File: src/rtl/id_ex_operand_stage.sv
// id_ex_operand_stage
//   ID/EX pipeline register with EX-stage operand forwarding and load-use
//   hazard detection. Feeds the 16-bit ALU (a, b, cin, less, op) and
//   the memory stage (store data, controls, destination register).
//
// Ports
//   clk, rst_n               clock, async active-low reset
//   i_stall, i_flush         hold / bubble the ID/EX register (flush wins)
//   i_id_*                   decoded instruction fields from ID
//   i_exmem_*, i_memwb_*     downstream write-back info used for forwarding
//   o_alu_a, o_alu_b         forwarded ALU operands
//   o_alu_op, o_alu_cin      registered op code / subtract flag
//   o_alu_less               tied 0 (SLT is built downstream from set)
//   o_ex_valid               EX slot holds a real instruction
//   o_ex_store_data          forwarded rt value for stores
//   o_ex_rd                  registered destination register
//   o_ex_reg_write .. o_ex_mem_to_reg  controls gated by o_ex_valid
//   o_load_use_hazard        combinational; ID and IF hold this cycle

module id_ex_operand_stage #(
  parameter int DATA_W = 16,
  parameter int REG_AW = 3
) (
  input  logic              clk,
  input  logic              rst_n,
  input  logic              i_stall,
  input  logic              i_flush,
  input  logic              i_id_valid,
  input  logic [REG_AW-1:0] i_id_rs,
  input  logic [REG_AW-1:0] i_id_rt,
  input  logic [REG_AW-1:0] i_id_rd,
  input  logic [DATA_W-1:0] i_id_rs_data,
  input  logic [DATA_W-1:0] i_id_rt_data,
  input  logic [DATA_W-1:0] i_id_imm,
  input  logic [2:0]        i_id_alu_op,
  input  logic              i_id_alu_src,
  input  logic              i_id_sub,
  input  logic              i_id_reg_write,
  input  logic              i_id_mem_read,
  input  logic              i_id_mem_write,
  input  logic              i_id_mem_to_reg,
  input  logic              i_exmem_reg_write,
  input  logic [REG_AW-1:0] i_exmem_rd,
  input  logic [DATA_W-1:0] i_exmem_result,
  input  logic              i_memwb_reg_write,
  input  logic [REG_AW-1:0] i_memwb_rd,
  input  logic [DATA_W-1:0] i_memwb_result,
  output logic [DATA_W-1:0] o_alu_a,
  output logic [DATA_W-1:0] o_alu_b,
  output logic [2:0]        o_alu_op,
  output logic              o_alu_cin,
  output logic              o_alu_less,
  output logic              o_ex_valid,
  output logic [DATA_W-1:0] o_ex_store_data,
  output logic [REG_AW-1:0] o_ex_rd,
  output logic              o_ex_reg_write,
  output logic              o_ex_mem_read,
  output logic              o_ex_mem_write,
  output logic              o_ex_mem_to_reg,
  output logic              o_load_use_hazard
);

  logic              r_valid;
  logic [REG_AW-1:0] r_rs;
  logic [REG_AW-1:0] r_rt;
  logic [REG_AW-1:0] r_rd;
  logic [DATA_W-1:0] r_rs_data;
  logic [DATA_W-1:0] r_rt_data;
  logic [DATA_W-1:0] r_imm;
  logic [2:0]        r_alu_op;
  logic              r_alu_src;
  logic              r_sub;
  logic              r_reg_write;
  logic              r_mem_read;
  logic              r_mem_write;
  logic              r_mem_to_reg;

  logic              w_load_use;
  logic              w_rs_hit;
  logic              w_rt_hit;
  logic [DATA_W-1:0] w_fwd_rs;
  logic [DATA_W-1:0] w_fwd_rt;

  // Load in EX whose destination is read by the instruction in ID. The
  // loaded value only exists from MEM/WB onward, so one bubble is needed.
  // A flush kills the ID instruction anyway, so no hold is requested then.
  assign w_rs_hit   = (r_rd == i_id_rs);
  assign w_rt_hit   = (r_rd == i_id_rt);
  assign w_load_use = ~i_flush & r_valid & r_mem_read & i_id_valid &
                      (r_rd != '0) & (w_rs_hit | w_rt_hit);

  // A bubble clears every field, not just valid, so a squashed
  // instruction leaves no stale data behind in EX.
  always_ff @(posedge clk or negedge rst_n) begin
    if (!rst_n) begin
      r_valid      <= 1'b0;
      r_rs         <= '0;
      r_rt         <= '0;
      r_rd         <= '0;
      r_rs_data    <= '0;
      r_rt_data    <= '0;
      r_imm        <= '0;
      r_alu_op     <= '0;
      r_alu_src    <= 1'b0;
      r_sub        <= 1'b0;
      r_reg_write  <= 1'b0;
      r_mem_read   <= 1'b0;
      r_mem_write  <= 1'b0;
      r_mem_to_reg <= 1'b0;
    end else if (i_flush || (!i_stall && w_load_use)) begin
      r_valid      <= 1'b0;
      r_rs         <= '0;
      r_rt         <= '0;
      r_rd         <= '0;
      r_rs_data    <= '0;
      r_rt_data    <= '0;
      r_imm        <= '0;
      r_alu_op     <= '0;
      r_alu_src    <= 1'b0;
      r_sub        <= 1'b0;
      r_reg_write  <= 1'b0;
      r_mem_read   <= 1'b0;
      r_mem_write  <= 1'b0;
      r_mem_to_reg <= 1'b0;
    end else if (!i_stall) begin
      r_valid      <= i_id_valid;
      r_rs         <= i_id_rs;
      r_rt         <= i_id_rt;
      r_rd         <= i_id_rd;
      r_rs_data    <= i_id_rs_data;
      r_rt_data    <= i_id_rt_data;
      r_imm        <= i_id_imm;
      r_alu_op     <= i_id_alu_op;
      r_alu_src    <= i_id_alu_src;
      r_sub        <= i_id_sub;
      r_reg_write  <= i_id_reg_write;
      r_mem_read   <= i_id_mem_read;
      r_mem_write  <= i_id_mem_write;
      r_mem_to_reg <= i_id_mem_to_reg;
    end
  end

  // EX/MEM is the younger result, so it takes priority over MEM/WB.
  // Register 0 never forwards.
  always_comb begin
    w_fwd_rs = r_rs_data;
    if (i_exmem_reg_write && (i_exmem_rd != '0) && (i_exmem_rd == r_rs))
      w_fwd_rs = i_exmem_result;
    else if (i_memwb_reg_write && (i_memwb_rd != '0) && (i_memwb_rd == r_rs))
      w_fwd_rs = i_memwb_result;
  end

  always_comb begin
    w_fwd_rt = r_rt_data;
    if (i_exmem_reg_write && (i_exmem_rd != '0) && (i_exmem_rd == r_rt))
      w_fwd_rt = i_exmem_result;
    else if (i_memwb_reg_write && (i_memwb_rd != '0) && (i_memwb_rd == r_rt))
      w_fwd_rt = i_memwb_result;
  end

  assign o_alu_a           = w_fwd_rs;
  assign o_alu_b           = r_alu_src ? r_imm : w_fwd_rt;
  assign o_ex_store_data   = w_fwd_rt;
  assign o_alu_op          = r_alu_op;
  assign o_alu_cin         = r_sub;
  assign o_alu_less        = 1'b0;
  assign o_ex_valid        = r_valid;
  assign o_ex_rd           = r_rd;
  assign o_ex_reg_write    = r_valid & r_reg_write;
  assign o_ex_mem_read     = r_valid & r_mem_read;
  assign o_ex_mem_write    = r_valid & r_mem_write;
  assign o_ex_mem_to_reg   = r_valid & r_mem_to_reg;
  assign o_load_use_hazard = w_load_use;

endmodule

File: config.mk
export PLATFORM = sky130hd
export DESIGN_NAME = id_ex_operand_stage
export DESIGN_NICKNAME = d
export VERILOG_FILES = /design/src/rtl/id_ex_operand_stage.sv
export SDC_FILE = /design/constraint.sdc
export NUM_CORES = 1
export LEC_CHECK = 0
export CAP_MARGIN = 25
export CORE_MARGIN = 3
export CORE_UTILIZATION = 43
export DETAILED_ROUTE_END_ITERATION = 6
export GPL_TIMING_DRIVEN = 0
export PLACE_DENSITY = 0.93
export SLEW_MARGIN = 0
export SYNTH_ARGS = -nofsm -noshare
export SYNTH_HDL_FRONTEND = slang
export SYNTH_SLANG_ARGS = --single-unit
File: constraint.sdc
create_clock -name clk -period 2.9 [get_ports clk]
set_input_delay 0.58 -clock clk [delete_from_list [all_inputs] [get_ports clk]]
set_output_delay 0.58 -clock clk [all_outputs]
set_load 0.005 [all_outputs]
==> impl_metrics.py, run 1 <==
metrics = {
    "clock_network": {
        "cts.sinks": 67,
        "cts_tree": "built",
        "postCtsHoldBufs": 0,
        "cts_htree_levels": 3,
        "clock_latency_ps": 350,
        "cts.clk_slew.worst_paths_ps": 70,
        "cts_buffer_depth": 2,
        "numCtsBuffers": 9,
        "clockRootBuffer": "clkbuf_8",
    },
    "grt": {
        "grt_pass1_vias": 4521,
        "antenna_found_initial": 0,
        "grt_pass1_wl_um": 25700,
        "grt_overflow_total": 0,
        "grt_max_degree": 68,
        "grt_usage_pct": 31.8,
    },
    "status": {
        "violations": "setup timing",
        "status": "finished with violations",
    },
    "yosys": {
        "synth_area_sq_mm": 0.00407,
        "ys_seq_elements": 67,
        "synthFlopType": "dfrtp_1",
        "synth_cells": 419,
        "seq_area_frac_synth_pct": 41.2,
        "yosys_warnings": 0,
        "synth_edf_count": 0,
        "synth.distinct_cells": 46,
        "syn-num-nets": 530,
        "synthArstFlopShare_pct": 100,
        "syn_avg_cell_area_sq_um": 9.71,
    },
    "final_layout": {
        "syn_to_final_growth_pct": 62.6,
        "final_cell_area_sq_mm": 0.00661,
        "drive_gt1_share_pct": 31.6,
        "diodes": 0,
        "stdcell_count": 741,
        "filler_cell_count": 622,
        "reg_top3": "r_imm (16), r_rs_data (16), r_rt_data (16)",
        "nets": 739,
    },
    "power_and_ir_drop": {
        "leakage_nw": 2.98,
        "ir_drop_mv": 0.235,
        "power.density_mw_per_mm2": 382,
    },
    "timing": {
        "relSlewSlack_pct": 43.1,
        "hold_violations": 0,
        "min_period_ps": 3080,
        "fmax_ghz": 0.325,
        "fin_skew_ps": 4.98,
        "rsz0062_at_grt": "true",
        "worstMarginPinSlew_ps": 853,
        "final-setup-viol-count": 20,
        "slew_violations": 0,
        "fin_crit_sh_pct": 106,
        "setup_ws_ps": -179,
    },
    "run": {
        "drv_cap": 0,
    },
    "die": {
        "core_sq_mm": 0.00893,
        "die_w_um": 103,
        "dieArea_sq_mm": 0.0107,
        "num_rows": 34,
        "start_util_pct": 45.5,
        "ios": 173,
        "die_y_um": 103,
    },
    "placement": {
        "dp_hpwl_um": 11800,
        "place_congestion": 0.890,
        "port_buffers": 171,
        "placed_cells": 698,
        "place_area_sq_mm": 0.00591,
    },
    "critical_path": {
        "r2r-end": "r_alu_src$_DFFE_PN0P_",
        "cp-end-kind": "output pin",
        "critPathMaxFanout": 5,
        "rrSetupSlack_ps": 380,
        "criticalPathCategory": "reg2out",
        "reg2reg_depth": 8,
        "start_kind": "register",
        "cpPeakStageDelay_ps": 430,
        "crit_chain": "or3b_4 -> a2111oi_4 -> or2_1 -> buf_6 -> buf_12 -> a211oi_4 -> o31ai_2 -> buf_2",
        "regToRegStartpoint": "o_ex_rd[0]$_DFFE_PN0P_",
        "worstPathArrival_ps": 2500,
        "crit_required_ps": 2320,
        "crit_path_top_delay_cell": "dfrtp_2",
    },
    "route": {
        "ant_nets": 0,
        "routedWlPerCell_um": 22.7,
        "drtIter0Drc": 384,
        "dr.pass1.iters": 5,
        "via_per_inst": 6.09,
        "post-route-drc-count": 0,
        "vias": 4512,
        "finalWirelength_um": 16800,
    },
    "worst_hold_path": {
        "hp-class": "in2async",
    },
}
## layout make-up
cell class              count  area [sq um]  share of cell area, %
flip-flops and latches     67          1680                   25.4
well taps                 108           135                   2.04
clock inverters             2          10.0                  0.151
repair buffers            201          1800                   27.3
clock buffers              14           163                   2.46
plain buffers              34           292                   4.41
multi-input cells         314          2520                   38.2
inverters                   1          3.75                 0.0568
## power by group
part	internal, mW	total (mW)	leakage, nW	switching (mW)
Sequential	0.986	1.04	0.887	0.0555
Combinational	0.412	0.756	2.00	0.344
Clock	0.356	0.732	0.0905	0.375
## critical path: cells and delay by family, from the launching register on
| kind | cells | cell delay (ps) |
|---|---|---|
| flip-flops | 1 | 430 |
| buffers and inverters | 3 | 460 |
| AO/OA/AOI/OAI | 3 | 700 |
| AND/OR/NAND/NOR | 2 | 560 |
## cells in the mapped netlist (all sizes together) (3+ instances only)
master / count / area (sq um)
nand2: 36 / 135
o31ai: 17 / 178
and2: 5 / 31.3
xor2: 3 / 26.3
dfrtp: 67 / 1680
xnor2: 12 / 105
nor3: 3 / 15.0
buf: 11 / 78.8
a22o: 66 / 578
a22oi: 16 / 120
a21oi: 3 / 15.0
a211oi: 17 / 178
nand3: 52 / 260
mux2: 16 / 180
nor2: 49 / 184
clkbuf: 23 / 118
## metal layers
metal / wire (um) / global-route usage, % / vias up
met1: 6770 / 41.7 / 2219
li1: - / - / 1961
met2: 8190 / 53.9 / 288
met3: 1460 / 6.37 / 44
met5: 0 / 0 / -
met4: 395 / 8.47 / 0
## kinds of logic (layout without fill, tap and decap cells)
kind of cell	Yosys count	count (layout)	share of synthesized area [%]
xor gates and xnor gates	15	15	3.23
buffers and inverters	38	252	5.63
DFF	67	67	41.2
and+or+nand+nor	160	160	18.3
AOI/OAI and AO/OA	122	122	27.1
muxes	16	16	4.43
other	1	1	0.0922
## cell usage in the layout, fill, tap and decap left out, types with 4 or more instances in the layout
cell type	instances
clkdlybuf4s50_1	115
a22o_1	66
dfrtp_1	64
nand3_1	51
buf_2	37
nand2_1	35
nor2_1	32
buf_4	24
clkbuf_8	16
a22oi_1	16
a211oi_4	14
clkbuf_2	14
clkbuf_1	13
mux2_2	12
o31ai_2	12
xnor2_1	11
nor2_4	11
buf_6	7
nor2_2	6
clkbuf_4	5
o31ai_1	5
buf_12	5
and2_1	4
mux2_4	4
dlygate4sd2_1	4
## through the flow
step / worst slack [ps] / util [%] / setup TNS, ps / hold slack (ps) / power (mW)
CTS: -128 / 73.2 / -641 / 386 / 2.48
finish: -179 / 74.0 / -1280 / 326 / 2.53
floorplan: 349 / - / 0 / 284 / 1.32
detailed placement: -954 / 66.2 / -38840 / 488 / 1.76
global placement: -954 / 66.2 / -100150 / 480 / 1.74
global route: -244 / 74.0 / -3880 / 403 / 2.62
## worst max-delay path by stage
stage / to / cells after the start / startpoint
2_1_floorplan: o_alu_b[10] / 7 / i_exmem_rd[2]
6_report: o_alu_b[10] / 8 / r_rt[2]$_DFFE_PN0P_
3_3_place_gp: o_alu_cin$_DFFE_PN0P_ / 1 / rst_n
3_5_place_dp: o_alu_a[10] / 8 / i_memwb_rd[0]
4_1_cts: o_alu_b[14] / 9 / r_rt[2]$_DFFE_PN0P_
5_1_grt: o_alu_b[9] / 8 / r_rt[2]$_DFFE_PN0P_
## repair_timing
action | in CTS | in global routing
setup buffers | 21 | 8
resized for setup | 238 | 73
cloned | 4 | 0
setup endpoints to repair | 49 | 49
pin swaps | 30 | 31
Note: power is estimated with default switching activity, not from simulation.
==> run 2: changes to the inputs <==
--- a/config.mk
+++ b/config.mk
@@ -8,10 +8,11 @@
 export CAP_MARGIN = 25
 export CORE_MARGIN = 3
 export CORE_UTILIZATION = 43
+export CTS_CLUSTER_SIZE = 14
 export DETAILED_ROUTE_END_ITERATION = 6
 export GPL_TIMING_DRIVEN = 0
 export PLACE_DENSITY = 0.93
-export SLEW_MARGIN = 0
+export SLEW_MARGIN = 10
 export SYNTH_ARGS = -nofsm -noshare
 export SYNTH_HDL_FRONTEND = slang
 export SYNTH_SLANG_ARGS = --single-unit
==> constraint.sdc (replaced) <==
create_clock -name clk -period 2.9 [get_ports clk]
set_input_delay 0.29 -clock clk [delete_from_list [all_inputs] [get_ports clk]]
set_output_delay 0.29 -clock clk [all_outputs]
set_load 0.005 [all_outputs]
==> run 2 against run 1 <==
The flow now finishes without violations. Die area is the same. Clock-buffer cell count shrank 2. Global-route usage shrank 2.7 points. Final area shrank 3.9%. Sequential power is essentially flat. Clock power shrank 7.5%. Worst hold slack lost 45 ps. First-iteration DRC count shrank 28%. Sequential share of layout area grew 1.0 points. Core utilization shrank 2.9 points. Maximum frequency grew 7.5%. Register-to-register slack gained 100 ps. Highest routed layer unchanged.
==> impl_metrics.py, run 2 (synthesized netlist as in run 1, its figures left out) <==
metrics = {
    "power_and_ir_drop": {
        "clkPwrFrac_pct": 27.8,
        "ir_drop_mv": 0.273,
        "p_comb_share_pct": 29.5,
        "netSwitchingFraction_pct": 29.4,
        "net-switching-power_mw": 0.716,
        "power.density_mw_per_mm2": 383,
        "seqPwrFrac_pct": 42.6,
        "internal_power_mw": 1.72,
        "leakage_nw": 2.90,
    },
    "die": {
        "num_rows": 34,
        "dieArea_sq_mm": 0.0107,
        "die_y_um": 103,
        "ios": 173,
        "die_w_um": 103,
        "core_sq_mm": 0.00893,
        "start_util_pct": 45.5,
    },
    "timing": {
        "relSlewSlack_pct": 58.6,
        "fmax_ghz": 0.349,
        "hold_violations": 0,
        "worstMarginPinSlew_ps": 617,
        "final-setup-viol-count": 0,
        "setup_ws_ps": 34.3,
        "slew_violations": 0,
        "fin_crit_sh_pct": 98.8,
        "fin_skew_ps": 11.6,
        "rsz0062_at_grt": "true",
        "min_period_ps": 2870,
    },
    "route": {
        "drtIter0Drc": 276,
        "vias": 4352,
        "dr.pass1.iters": 6,
        "routedWlPerCell_um": 21.4,
        "post-route-drc-count": 0,
        "via_per_inst": 5.99,
        "ant_nets": 0,
        "finalWirelength_um": 15600,
    },
    "grt": {
        "grt_overflow_total": 0,
        "grt_max_degree": 66,
        "grt_pass1_vias": 4393,
        "grt_pass1_wl_um": 23500,
        "antenna_found_initial": 0,
        "grt_usage_pct": 29.1,
    },
    "placement": {
        "dp_hpwl_um": 11800,
        "placed_cells": 699,
        "place_area_sq_mm": 0.00594,
        "place_congestion": 0.890,
        "place_ws_ps": -404,
        "port_buffers": 171,
    },
    "clock_network": {
        "numCtsBuffers": 9,
        "clock_latency_ps": 340,
        "cts_buffer_depth": 2,
        "cts_htree_levels": 3,
        "clockRootBuffer": "clkbuf_8",
        "cts.sinks": 67,
        "cts.clk_slew.worst_paths_ps": 80,
        "cts_tree": "built",
    },
    "final_layout": {
        "layout_commonest_cell": "clkdlybuf4s50_1",
        "stdcell_count": 726,
        "drive_gt1_share_pct": 19.3,
        "final_cell_area_sq_mm": 0.00636,
        "layout_common_cells": "clkdlybuf4s50_1, a22o_1, dfrtp_1, nand3_1, nor2_1",
        "filler_cell_count": 691,
        "final_util_pct": 71.2,
        "reg_top3": "r_imm (16), r_rs_data (16), r_rt_data (16)",
        "nets": 725,
        "diodes": 0,
        "syn_to_final_growth_pct": 56.3,
    },
    "critical_path": {
        "criticalPathCategory": "reg2out",
        "worstPathArrival_ps": 2580,
        "cp-end-kind": "output pin",
        "critPathMaxFanout": 8,
        "crit_required_ps": 2610,
        "start_kind": "register",
    },
    "status": {
        "status": "finished clean",
    },
    "worst_hold_path": {
        "hp-class": "in2async",
    },
    "run": {
        "drv_cap": 0,
    },
}
## run 2: changes by cell type in the layout (fill, tap and decap cells not counted), sizes merged
cell           change
buf               -50
clkdlybuf4s50     +18
dlygate4sd2       +18
clkbuf            -10
dlymetal6s2s       +7
clkdlybuf4s15      -1
clkinv             +1
dlygate4sd1        +1
dlygate4sd3        +1
## run 2: through the flow
stage	total power, mW	setup TNS, ps	hold WS [ps]
2_1_floorplan	1.32	0	-5.59
3_5_place_dp	1.76	-11270	94.1
6_report	2.43	0	281
3_3_place_gp	1.74	-53550	480
5_1_grt	2.53	-609	287
4_1_cts	2.43	0	273
## run 2: layout make-up
type / count / area [sq um] / area share (%)
timing repair buffer: 187 / 1830 / 28.7
sequential: 67 / 1680 / 26.5
inverter: 1 / 3.75 / 0.0590
buffer: 34 / 255 / 4.01
multi-input combinational: 314 / 2290 / 36.1
clock buffer: 12 / 145 / 2.28
clock inverter: 3 / 15.0 / 0.236
tap: 108 / 135 / 2.13
## run 2: per-layer routing
metal / wire length, um / track usage [%] / vias up / part of all wire (%)
li1: - / - / 1950 / -
met1: 6360 / 36.9 / 2120 / 41
met2: 7430 / 49.3 / 250 / 48
met3: 1370 / 6.91 / 32 / 8.8
met4: 396 / 9.16 / 0 / 2.5
met5: 0 / 0 / - / 0
## run 2: power groups by stage
| stage | registers [mW] | clock network (mW) | logic, mW |
|---|---|---|---|
| after floorplan | 1.03 | 0 | 0.282 |
| after detailed placement | 1.05 | 0 | 0.712 |
| after CTS | 1.03 | 0.686 | 0.709 |
| final | 1.04 | 0.677 | 0.719 |
| after global routing | 1.04 | 0.717 | 0.770 |
| after global placement | 1.05 | 0 | 0.697 |
## run 2: path summary, 6_finish.rpt
path                                              start  cells after the start                   endpoint  slack (ps)
worst max-delay path                r_rt[2]$_DFFE_PN0P_                      9                o_alu_b[11]          30
worst min-delay path                              rst_n                      2   r_rs_data[9]$_DFFE_PN0P_         280
worst max register to register   o_ex_rd[0]$_DFFE_PN0P_                      7  r_rt_data[13]$_DFFE_PN0P_         480
worst min register to register  r_reg_write$_DFFE_PN0P_                      1    r_reg_write$_DFFE_PN0P_         500
max in group asynchronous                         rst_n                      3        r_rs[2]$_DFFE_PN0P_        2080
min in group clk                r_reg_write$_DFFE_PN0P_                      1    r_reg_write$_DFFE_PN0P_         500
## run 2: critical path, stage by stage, from the launching register on
cell and delay (ps):
dfrtp_2 430, or3b_4 390, a2111oi_4 390, or2_1 170, buf_6 130, buf_12 130, buf_4 120, a211oi_4 40
o31ai_2 180, clkdlybuf4s15_1 230
## run 2: timing repair
action / CTS / global route
endpoints found under the setup margin: 45 / 31
hold buffers: 1 / 0
endpoints found under the hold margin: 67 / 0
gates resized for setup: 60 / 47
pin swaps: 7 / 9
setup buffers: 9 / 5
==> run 3: changes to the inputs <==
--- a/config.mk
+++ b/config.mk
@@ -8,11 +8,11 @@
 export CAP_MARGIN = 25
 export CORE_MARGIN = 3
 export CORE_UTILIZATION = 43
-export CTS_CLUSTER_SIZE = 14
+export CTS_CLUSTER_SIZE = 24
 export DETAILED_ROUTE_END_ITERATION = 6
 export GPL_TIMING_DRIVEN = 0
+export HOLD_SLACK_MARGIN = 0.02
 export PLACE_DENSITY = 0.93
-export SLEW_MARGIN = 10
 export SYNTH_ARGS = -nofsm -noshare
 export SYNTH_HDL_FRONTEND = slang
 export SYNTH_SLANG_ARGS = --single-unit
==> run 3 against run 2 <==
Maximum frequency rose by 1.1%. Global-route usage up 0.14 points. Final area increased by 1.0%. Sequential power about the same. Setup slack better by 31 ps.
==> impl_metrics.py, run 3 (synthesized netlist as in run 1, its figures left out) <==
metrics = {
    "timing": {
        "setup_ws_ps": 65.4,
        "rsz0062_at_grt": "true",
        "min_period_ps": 2830,
        "worstMarginPinSlew_ps": 864,
        "slew_violations": 0,
        "fmax_ghz": 0.353,
        "final-setup-viol-count": 0,
        "hold_violations": 0,
        "fin_crit_sh_pct": 97.7,
        "fin_skew_ps": 9.52,
        "relSlewSlack_pct": 42.4,
    },
    "route": {
        "vias": 4405,
        "finalWirelength_um": 15800,
        "dr.pass1.iters": 5,
        "post-route-drc-count": 0,
        "routedWlPerCell_um": 21.7,
        "ant_nets": 0,
        "via_per_inst": 6.04,
        "drtIter0Drc": 355,
    },
    "critical_path": {
        "worstPathArrival_ps": 2540,
        "cp-end-kind": "output pin",
        "criticalPathCategory": "reg2out",
        "crit_path_start": "r_rt[2]$_DFFE_PN0P_",
        "regToRegStartpoint": "o_ex_rd[0]$_DFFE_PN0P_",
        "critPathMaxFanout": 7,
        "crit_required_ps": 2610,
        "start_kind": "register",
    },
    "final_layout": {
        "nets": 727,
        "diodes": 0,
        "syn_to_final_growth_pct": 57.9,
        "final_util_pct": 71.9,
        "layout_commonest_cell": "clkdlybuf4s50_1",
        "drive_gt1_share_pct": 19.0,
        "filler_cell_count": 658,
        "reg_top3": "r_imm (16), r_rs_data (16), r_rt_data (16)",
        "layout_common_cells": "clkdlybuf4s50_1, a22o_1, dfrtp_1, nand3_1, nor2_1",
    },
    "run": {
        "drv_cap": 0,
    },
    "die": {
        "num_rows": 34,
        "ios": 173,
        "die_y_um": 103,
        "core_sq_mm": 0.00893,
        "dieArea_sq_mm": 0.0107,
        "die_w_um": 103,
        "start_util_pct": 45.5,
    },
    "clock_network": {
        "numCtsBuffers": 9,
        "cts.clk_slew.worst_paths_ps": 70,
        "clockRootBuffer": "clkbuf_8",
        "cts_buffer_depth": 2,
        "clock_latency_ps": 340,
        "cts_htree_levels": 3,
        "cts_tree": "built",
        "cts.sinks": 67,
    },
    "power_and_ir_drop": {
        "leakage_nw": 3.07,
        "ir_drop_mv": 0.332,
        "finalPower_mw": 2.49,
        "power.density_mw_per_mm2": 387,
    },
    "placement": {
        "dp_hpwl_um": 11800,
        "port_buffers": 171,
        "place_congestion": 0.890,
        "place_ws_ps": -374,
    },
    "grt": {
        "grt_overflow_total": 0,
        "grt_pass1_wl_um": 23800,
        "grt_max_degree": 68,
        "grt_pass1_vias": 4327,
        "grt_usage_pct": 29.3,
        "antenna_found_initial": 1,
    },
    "status": {
        "status": "finished clean",
    },
    "worst_hold_path": {
        "hp-class": "in2async",
    },
}
==> run 3: report_power, final <==
group          total (mW)  switching, mW  internal (mW)
clock network       0.722          0.365          0.357
logic               0.727          0.316          0.411
registers            1.04         0.0502          0.986
==> run 3: repair_timing <==
item,in CTS,in global routing
pin swaps,8,5
hold buffers,0,0
buffers inserted,6,11
resized for setup,62,48
endpoints found under the setup margin,44,30
==> run 3: routing by layer <==
metal / GRT usage [%] / routed length, um / part of all wire, % / vias to the layer above
met2: 49.0 / 7560 / 48 / 287
met5: 0 / 11 / 0.069 / -
met3: 6.17 / 1510 / 9.5 / 33
met1: 38.5 / 6440 / 41 / 2138
met4: 8.27 / 328 / 2.1 / 2
li1: - / - / - / 1945
==> run 3: area by class of cell <==
class	instances	area, sq um	share of cell area [%]
buffer	35	273	4.25
clock buffer	14	163	2.53
clock inverter	2	10.0	0.156
inverter	1	3.75	0.0584
multi-input combinational	314	2320	36.2
sequential	67	1680	26.2
tap	108	135	2.10
timing repair buffer	188	1840	28.6
==> run 3: through the flow <==
stage               instance area [sq um]  TNS, ps  instances  hold WS [ps]
finish                               6420        0        729          48.7
global route                         6420     -202        729           108
CTS                                  6250        0        718          96.2
detailed placement                   5910   -11120        698           459
global placement                     5910   -53550        698           480
floorplan                            4070        0        419         -5.59
==> run 3: final timing paths <==
kind | to | slack (ps) | cells past startpoint
hold reg to reg | r_reg_write$_DFFE_PN0P_ | 510 | 1
setup / recovery | o_ex_store_data[15] | 70 | 7
min in group clk | r_reg_write$_DFFE_PN0P_ | 510 | 1
setup reg to reg | r_mem_read$_DFFE_PN0P_ | 510 | 7
max in group asynchronous | r_rt[2]$_DFFE_PN0P_ | 2230 | 1
hold / removal | r_rs_data[8]$_DFFE_PN0P_ | 50 | 1
==> run 3: worst max-delay path, cell delays in order, from the launching register on <==
cell and delay (ps):
dfrtp_2 410, or3b_4 380, a2111oi_4 380, or2_1 180, buf_6 140, a211oi_1 80, nor2_1 130, clkdlybuf4s50_1 520
